==> src/rtl/clkgen_prog_interface.sv <==
// Serialises LoadD / LoadM / Go onto DCM_CLKGEN PROGEN/PROGDATA and waits for PROGDONE.
// Optional PROGDONE timeout is enabled by defining CLKGEN_PROG_TIMEOUT_EN.
module clkgen_prog_interface #(
    parameter logic [7:0]  DEFAULT_MUL_M1 = 8'd1,
    parameter logic [7:0]  DEFAULT_DIV_M1 = 8'd1,
    parameter logic [15:0] TIMEOUT_CYCLES = 16'd65535
) (
    input  logic       clk_i,
    input  logic       reset_i,
    input  logic [7:0] mul_i,
    input  logic [7:0] div_i,
    input  logic       load_i,
    output logic [7:0] mul_o,
    output logic [7:0] div_o,
    output logic       busy_o,
    output logic       done_o,
    output logic       err_o,
    output logic       progen_o,
    output logic       progdata_o,
    input  logic       progdone_i
);

    typedef enum logic [2:0] {
        S_IDLE, S_LOADD, S_GAP1, S_LOADM, S_GAP2, S_GO, S_WAIT
    } state_t;

    state_t      r_state;
    logic [3:0]  r_cnt;
    logic [9:0]  r_shift;
    logic [7:0]  r_mul_sh;
    logic [7:0]  r_div_sh;
    logic [7:0]  r_mul;
    logic [7:0]  r_div;
    logic        r_busy;
    logic        r_done;
    logic        r_err;
    logic        r_progen;
    logic        r_progdata;

`ifdef CLKGEN_PROG_TIMEOUT_EN
    logic [15:0] r_tmo;
`else
    logic        w_unused_tmo;
    assign w_unused_tmo = ^TIMEOUT_CYCLES;
`endif

    // Control path: state, bit counter and all registered outputs.
    always_ff @(posedge clk_i) begin
        if (reset_i) begin
            r_state    <= S_IDLE;
            r_cnt      <= 4'd0;
            r_busy     <= 1'b0;
            r_done     <= 1'b0;
            r_err      <= 1'b0;
            r_progen   <= 1'b0;
            r_progdata <= 1'b0;
            r_mul      <= DEFAULT_MUL_M1;
            r_div      <= DEFAULT_DIV_M1;
`ifdef CLKGEN_PROG_TIMEOUT_EN
            r_tmo      <= 16'd0;
`endif
        end else begin
            r_done <= 1'b0;
            case (r_state)
                S_IDLE: begin
                    if (load_i) begin
                        if (mul_i == 8'd0) begin
                            r_err <= 1'b1;
                        end else begin
                            r_err      <= 1'b0;
                            r_state    <= S_LOADD;
                            r_busy     <= 1'b1;
                            r_progen   <= 1'b1;
                            r_progdata <= 1'b1;
                            r_cnt      <= 4'd9;
                        end
                    end
                end
                S_LOADD: begin
                    if (r_cnt == 4'd0) begin
                        r_state    <= S_GAP1;
                        r_progen   <= 1'b0;
                        r_progdata <= 1'b0;
                        r_cnt      <= 4'd1;
                    end else begin
                        r_progdata <= r_shift[1];
                        r_cnt      <= r_cnt - 4'd1;
                    end
                end
                S_GAP1: begin
                    if (r_cnt == 4'd0) begin
                        r_state    <= S_LOADM;
                        r_progen   <= 1'b1;
                        r_progdata <= 1'b1;
                        r_cnt      <= 4'd9;
                    end else begin
                        r_cnt <= r_cnt - 4'd1;
                    end
                end
                S_LOADM: begin
                    if (r_cnt == 4'd0) begin
                        r_state    <= S_GAP2;
                        r_progen   <= 1'b0;
                        r_progdata <= 1'b0;
                        r_cnt      <= 4'd1;
                    end else begin
                        r_progdata <= r_shift[1];
                        r_cnt      <= r_cnt - 4'd1;
                    end
                end
                S_GAP2: begin
                    if (r_cnt == 4'd0) begin
                        r_state    <= S_GO;
                        r_progen   <= 1'b1;
                        r_progdata <= 1'b1;
                    end else begin
                        r_cnt <= r_cnt - 4'd1;
                    end
                end
                S_GO: begin
                    r_state    <= S_WAIT;
                    r_progen   <= 1'b0;
                    r_progdata <= 1'b0;
`ifdef CLKGEN_PROG_TIMEOUT_EN
                    r_tmo      <= 16'd0;
`endif
                end
                S_WAIT: begin
                    // PROGDONE takes priority over a coincident timeout.
                    if (progdone_i) begin
                        r_state <= S_IDLE;
                        r_busy  <= 1'b0;
                        r_done  <= 1'b1;
                        r_mul   <= r_mul_sh;
                        r_div   <= r_div_sh;
`ifdef CLKGEN_PROG_TIMEOUT_EN
                    end else if (r_tmo == TIMEOUT_CYCLES - 16'd1) begin
                        r_state <= S_IDLE;
                        r_busy  <= 1'b0;
                        r_err   <= 1'b1;
                    end else begin
                        r_tmo <= r_tmo + 16'd1;
`endif
                    end
                end
                default: begin
                    r_state    <= S_IDLE;
                    r_busy     <= 1'b0;
                    r_progen   <= 1'b0;
                    r_progdata <= 1'b0;
                end
            endcase
        end
    end

    // Data path: shadow registers and command shift register, no reset needed.
    always_ff @(posedge clk_i) begin
        case (r_state)
            S_IDLE: begin
                if (load_i && (mul_i != 8'd0)) begin
                    r_mul_sh <= mul_i;
                    r_div_sh <= div_i;
                    r_shift  <= {div_i, 2'b01};
                end
            end
            S_GAP1: begin
                if (r_cnt == 4'd0) begin
                    r_shift <= {r_mul_sh, 2'b11};
                end
            end
            S_LOADD, S_LOADM: begin
                r_shift <= r_shift >> 1;
            end
            default: begin
            end
        endcase
    end

    assign mul_o      = r_mul;
    assign div_o      = r_div;
    assign busy_o     = r_busy;
    assign done_o     = r_done;
    assign err_o      = r_err;
    assign progen_o   = r_progen;
    assign progdata_o = r_progdata;

endmodule

==> config.mk <==
export PLATFORM = sky130hd
export DESIGN_NAME = clkgen_prog_interface
export DESIGN_NICKNAME = d
export VERILOG_FILES = /design/src/rtl/clkgen_prog_interface.sv
export SDC_FILE = /design/constraint.sdc
export NUM_CORES = 1
export LEC_CHECK = 0
export CAP_MARGIN = 0
export CORE_UTILIZATION = 39
export DETAILED_ROUTE_END_ITERATION = 12
export PLACE_DENSITY = 0.68
export SETUP_SLACK_MARGIN = 0.1
export SLEW_MARGIN = 20
export SYNTH_ARGS = -nofsm -noshare
export SYNTH_HDL_FRONTEND = slang
export SYNTH_SLANG_ARGS = --single-unit
==> constraint.sdc <==
create_clock -name clk_i -period 4 [get_ports clk_i]
set_input_delay 0.8 -clock clk_i [delete_from_list [all_inputs] [get_ports clk_i]]
set_output_delay 0.8 -clock clk_i [all_outputs]
set_load 0.005 [all_outputs]
-- After elaboration in Yosys (flattened, before gate mapping)
Cells that the tools add are included.
- register bits: 54
- bits in latches: 0
- RAM bits: 0
- bits in read-only memories: 0
- input bits: 20
- output and inout port bits: 21
- logic and storage cells: 80
- memories: 0
- $add $sub $neg: 1
- multiply operators: 0
- div/mod/pow operators: 0
- order comparisons: 0
- equal/unequal tests: 17
- shifts and indexed selects: 0
- mux-type cells: 28
- bitwise gates (word level): 2
- reduce and logical (&&, ||, !) cells: 20
- operators by type and width (operator ; number):
    10-bit case mux with 3 select lines ; 1
    3-bit two-way mux ; 7
    3-bit case mux with 7 select lines ; 1
    10-bit two-way mux ; 2
    4-bit two-way mux ; 5
    2-bit != test, second input constant ; 9
    4-bit case mux with 4 select lines ; 1
    4-bit AND reduction ; 3
    3-bit equality test, second input constant ; 3
    8-bit logical NOT ; 1
    1-bit two-way mux ; 8
    1-bit case mux with 4 select lines ; 2
    8-bit nonzero test ; 1
    7-bit AND reduction ; 1
    3-bit by 2-bit equality test with 1-bit output, second input constant ; 2
    2-bit AND reduction ; 3
    2-bit OR reduction ; 3
    5-bit AND reduction ; 1
    5-bit OR reduction ; 1
    4-bit logical NOT ; 1
    2-bit by 1-bit != test with 1-bit output, second input constant ; 2
    4-bit nonzero test ; 1
    4-bit by 1-bit subtractor with 4-bit output, second input constant ; 1
    3-bit by 1-bit equality test with 1-bit output, second input constant ; 1
    other kinds (6) ; 7

-- Longest topological paths before layout
- depth in word-level cells: 4
- gate-level depth with buffers: 7
- mapped depth without buffers: 6

-- Least setup slack after synthesis
OpenSTA, ideal clock, no wires.
- path kind: input to register
- start point: input mul_i[5]
- end point: register r_progen, in the netlist progen_o
- setup time: 120 ps
- arrival: 2067 ps
- required time: 3880 ps
- setup slack: 1813 ps
- cell stages on the path: 4
- path buffers: 0
- path through: or4_4 o21ai_4 nor3_2 o31a_1
- word-level cells in the longest chain between the ends: 3
- RTL lines (what ; RTL line ; RTL):
    from (decl) ; 10 ; input logic [7:0] mul_i,
    8-bit logical NOT ; 67 ; if (mul_i == 8'd0) begin
    2-bit != test (no line) ; n/a ;
    5-bit AND reduction (no line) ; n/a ;
    to (signal assigned) ; 73 ; r_progen <= 1'b1;
    to (signal assigned) ; 82 ; r_progen <= 1'b0;
    to (signal assigned) ; 93 ; r_progen <= 1'b1;
    to (decl) ; 37 ; logic r_progen;
Every way passes these cells.
A chain may end at the register's enable or synchronous reset.

-- Final worst setup path
- start point: input mul_i[5]
- end point: register r_err, in the netlist err_o
- word-level cells in the longest chain between the ends: 2
- RTL lines (what ; RTL line ; RTL):
    8-bit logical NOT ; 67 ;
    1-bit two-way mux ; 67 ;
    to (signal assigned) ; 54 ; r_err <= 1'b0;
    to (signal assigned) ; 68 ; r_err <= 1'b1;
    to (signal assigned) ; 70 ; r_err <= 1'b0;
    to (decl) ; 36 ; logic r_err;
Every way passes these cells.

==> flow_metrics.py <==
metrics = {
    "layout": {
        "final_nets": 278,
        "fillers": 511,
        "drive_above_1_share_pct": 7.393,
        "insertedDiodeCount": 0,
        "final_common_cell": "clkdlybuf4s50_1",
        "layout_common_cells": "clkdlybuf4s50_1 (40), nand2_1 (35), dfxtp_1 (28), a21oi_1 (27), edfxtp_1 (25)",
        "area_growth_pct": 24.17,
    },
    "critical_path": {
        "crit_arrival_ns": 2.68,
        "r2r_start": "r_state[2]",
        "crit_type": "primary input to flip-flop",
        "endpoint_kind": "flip-flop",
        "cp-endpoint": "err_o",
        "r2r-end": "mul_o[2]",
        "r2r_cells": 3,
        "crit_start": "mul_i[5]",
        "cp_data_required_time_ns": 4.22,
        "critical_path.max_fanout": 13,
        "crit_path_start_kind": "primary input",
        "reg2reg_setup_slack_ns": 1.63,
    },
    "synthesis": {
        "synth_compound_area_share_pct": 19.77,
        "ys_ff_latch": 53,
        "yosysUniqueCellTypes": 43,
        "syn_area_sq_um": 2272,
        "muxShareOfSynthArea_pct": 0.4405,
        "yosys.area.top_type": "edfxtp_1",
        "syn-instance-count": 223,
        "synth-simple-area-share_pct": 17.18,
        "synth.avg_cell_area_sq_um": 10.19,
        "yosysWarnings": 0,
        "ys_seq_area_share_pct": 57.71,
        "syn_nets": 245,
        "synth_top_family_by_area": "compound AO/OA/AOI/OAI gates",
        "synth_top_area_share_pct": 33.04,
        "synthTopCellsByArea": "edfxtp_1 (33%), dfxtp_1 (25%), a21oi_1 (5.9%)",
        "synth_xor_area_share_pct": 0.3855,
        "synth-adder-area-share_pct": 1.101,
    },
    "pwr": {
        "total_power_w": 0.001313,
        "p_per_area_nw_per_um2": 465.3,
        "peakVddDrop_mv": 0.2877,
        "leakage_nw": 0.9456,
    },
    "cts": {
        "clk_path_buf_depth": 2,
        "cts_sinks": 53,
        "cts_root_buffer": "clkbuf_8",
        "htree_levels": 2,
        "clk_pin_slew_ns": 0.09,
        "clock_latency_ns": 0.30,
        "cts_tree": "done",
        "postCtsSetupRepairBufs": 0,
        "cts-buffers-inserted": 5,
        "cts_resized": 0,
        "hold_buffers": 0,
    },
    "die": {
        "core_sq_um": 5574,
        "dieArea_sq_um": 6136,
        "fp.dieW_um": 78.33,
        "rows": 27,
        "die_h_um": 78.33,
        "start_util_pct": 40.76,
        "num_io_pins": 41,
    },
    "drt": {
        "vias": 1767,
        "routed_via_density": 5.371,
        "ant_nets": 0,
        "drt-initial-drc-count": 107,
        "drc": 0,
        "wl_per_cell_um": 14.61,
        "firstDrtPassIters": 4,
        "wl_mm": 4.807,
    },
    "run_status": {
        "outcome": "finished clean",
    },
    "timing": {
        "rsz0062_at_grt": "no",
        "hold_viol": 0,
        "fin_crit_ns": 2.455,
        "fin_tns_setup_ns": 0,
        "slew_headroom_pct": 29.34,
        "fmax_ghz": 0.4074,
        "min_period_over_period_pct": 61.37,
        "setup_violations": 0,
        "drv_slew": 0,
        "clock_skew_ns": 0.004163,
        "worstMarginPinSlew_ns": 1.057,
    },
    "grt": {
        "grt_pass1_vias": 1678,
        "grt_pass1_wl_mm": 7.983,
        "grt_overflow": 0,
        "grt_max_degree": 31,
        "grt_usage_pct": 17.07,
        "antenna_found_initial": 0,
    },
    "worst_hold_path": {
        "min_path_type": "flip-flop to flip-flop",
    },
    "run": {
        "cap_violations": 0,
    },
    "placed_design": {
        "io_buffers": 40,
        "hpwl_mm": 3.226,
        "place.gp.congestion": 0.8139,
    },
}
Yosys cell counts:
cell type / number
nand2_1: 35
dfxtp_1: 28
a21oi_1: 27
edfxtp_1: 25
nor2b_1: 12
clkbuf_1: 11
o21ai_0: 11
nor2_1: 10
a22oi_1: 7
buf_2: 5
a211oi_1: 4
a31oi_1: 3
inv_1: 3
nor3_1: 3
o21a_1: 3
a21boi_0: 2
a221oi_1: 2
a32oi_1: 2
ha_1: 2
nand3b_1: 2
nor3b_1: 2
or2_2: 2
or4_4: 2
a21o_2: 1
a22o_2: 1
and4_1: 1
mux2i_1: 1
nand2b_1: 1
nand3_1: 1
nand4_1: 1
nand4b_1: 1
nor2_2: 1
nor3_2: 1
o2111ai_1: 1
o211a_1: 1
o211ai_1: 1
o21ai_4: 1
o22ai_1: 1
o31a_1: 1
o32ai_1: 1
or3_1: 1
or3b_2: 1
xnor2_1: 1
layer usage:
layer  GRT usage, %  share of wire (%)  vias to the layer above
met3          4.186                6.2                        8
met2          25.96                 44                       59
li1               -                  -                      872
met4          6.852                2.1                        0
met5              0                  0                        -
met1          23.30                 47                      828
flip-flops by register name (all words and copies together), names as in the netlist:
register,flops
busy_o,1
div_o,8
done_o,1
err_o,1
mul_o,8
progdata_o,1
progen_o,1
r_cnt,4
r_div_sh,8
r_mul_sh,8
r_shift,9
r_state,3
worst min path at each step:
stage                 from       end  slack, ns  depth (start not counted)
2_1_floorplan  r_div_sh[0]  div_o[0]       0.43                          2
3_3_place_gp      div_o[4]  div_o[4]       0.44                          2
3_5_place_dp      div_o[1]  div_o[1]       0.45                          2
4_1_cts           div_o[1]  div_o[1]       0.46                          2
5_1_grt           div_o[1]  div_o[1]       0.49                          2
6_report          mul_o[6]  mul_o[6]       0.46                          2
stage by stage:
stage | setup WS [ns] | std cells | cell area (sq um) | util [%] | hold slack [ns]
floorplan | 1.813 | 223 | 2272 | - | 0.4334
global placement | 1.245 | 321 | 2711 | 48.64 | 0.4426
detailed placement | 1.211 | 321 | 2711 | 48.64 | 0.4463
CTS | 1.534 | 329 | 2821 | 50.62 | 0.4602
global route | 1.283 | 329 | 2821 | 50.62 | 0.4851
finish | 1.545 | 329 | 2821 | 50.62 | 0.4608
area by class of cell:
type / count / area (sq um) / share of cell area (%)
Multi-Input combinational cell: 151 / 883.3 / 31.31
Sequential cell: 53 / 1311 / 46.47
Tap cell: 72 / 90.09 / 3.193
Inverter: 3 / 11.26 / 0.3991
Timing Repair Buffer: 42 / 415.4 / 14.72
Clock buffer: 5 / 68.82 / 2.439
Clock inverter: 3 / 41.29 / 1.463
report_power, final:
group / internal [W] / switching [W]
logic: 0.000117 / 0.000134
registers: 0.000651 / 0.0000517
clock network: 0.000184 / 0.000175
cell families (layout without fill, tap and decap cells):
group | Yosys count | after routing
DFF | 53 | 53
xor gates and xnor gates | 1 | 1
buffers and inverters | 19 | 53
muxes | 1 | 1
adders and majority gates | 2 | 2
AOI/OAI and AO/OA | 70 | 70
and+or+nand+nor | 77 | 77
worst max-delay path, stage by stage:
cell	delay, ns
clkdlybuf4s50_1	0.41
or4_4	0.57
o21ai_4	0.30
nor3_2	0.16
buf_4	0.26
nor3_1	0.16
(Power assumes the default switching activity.)
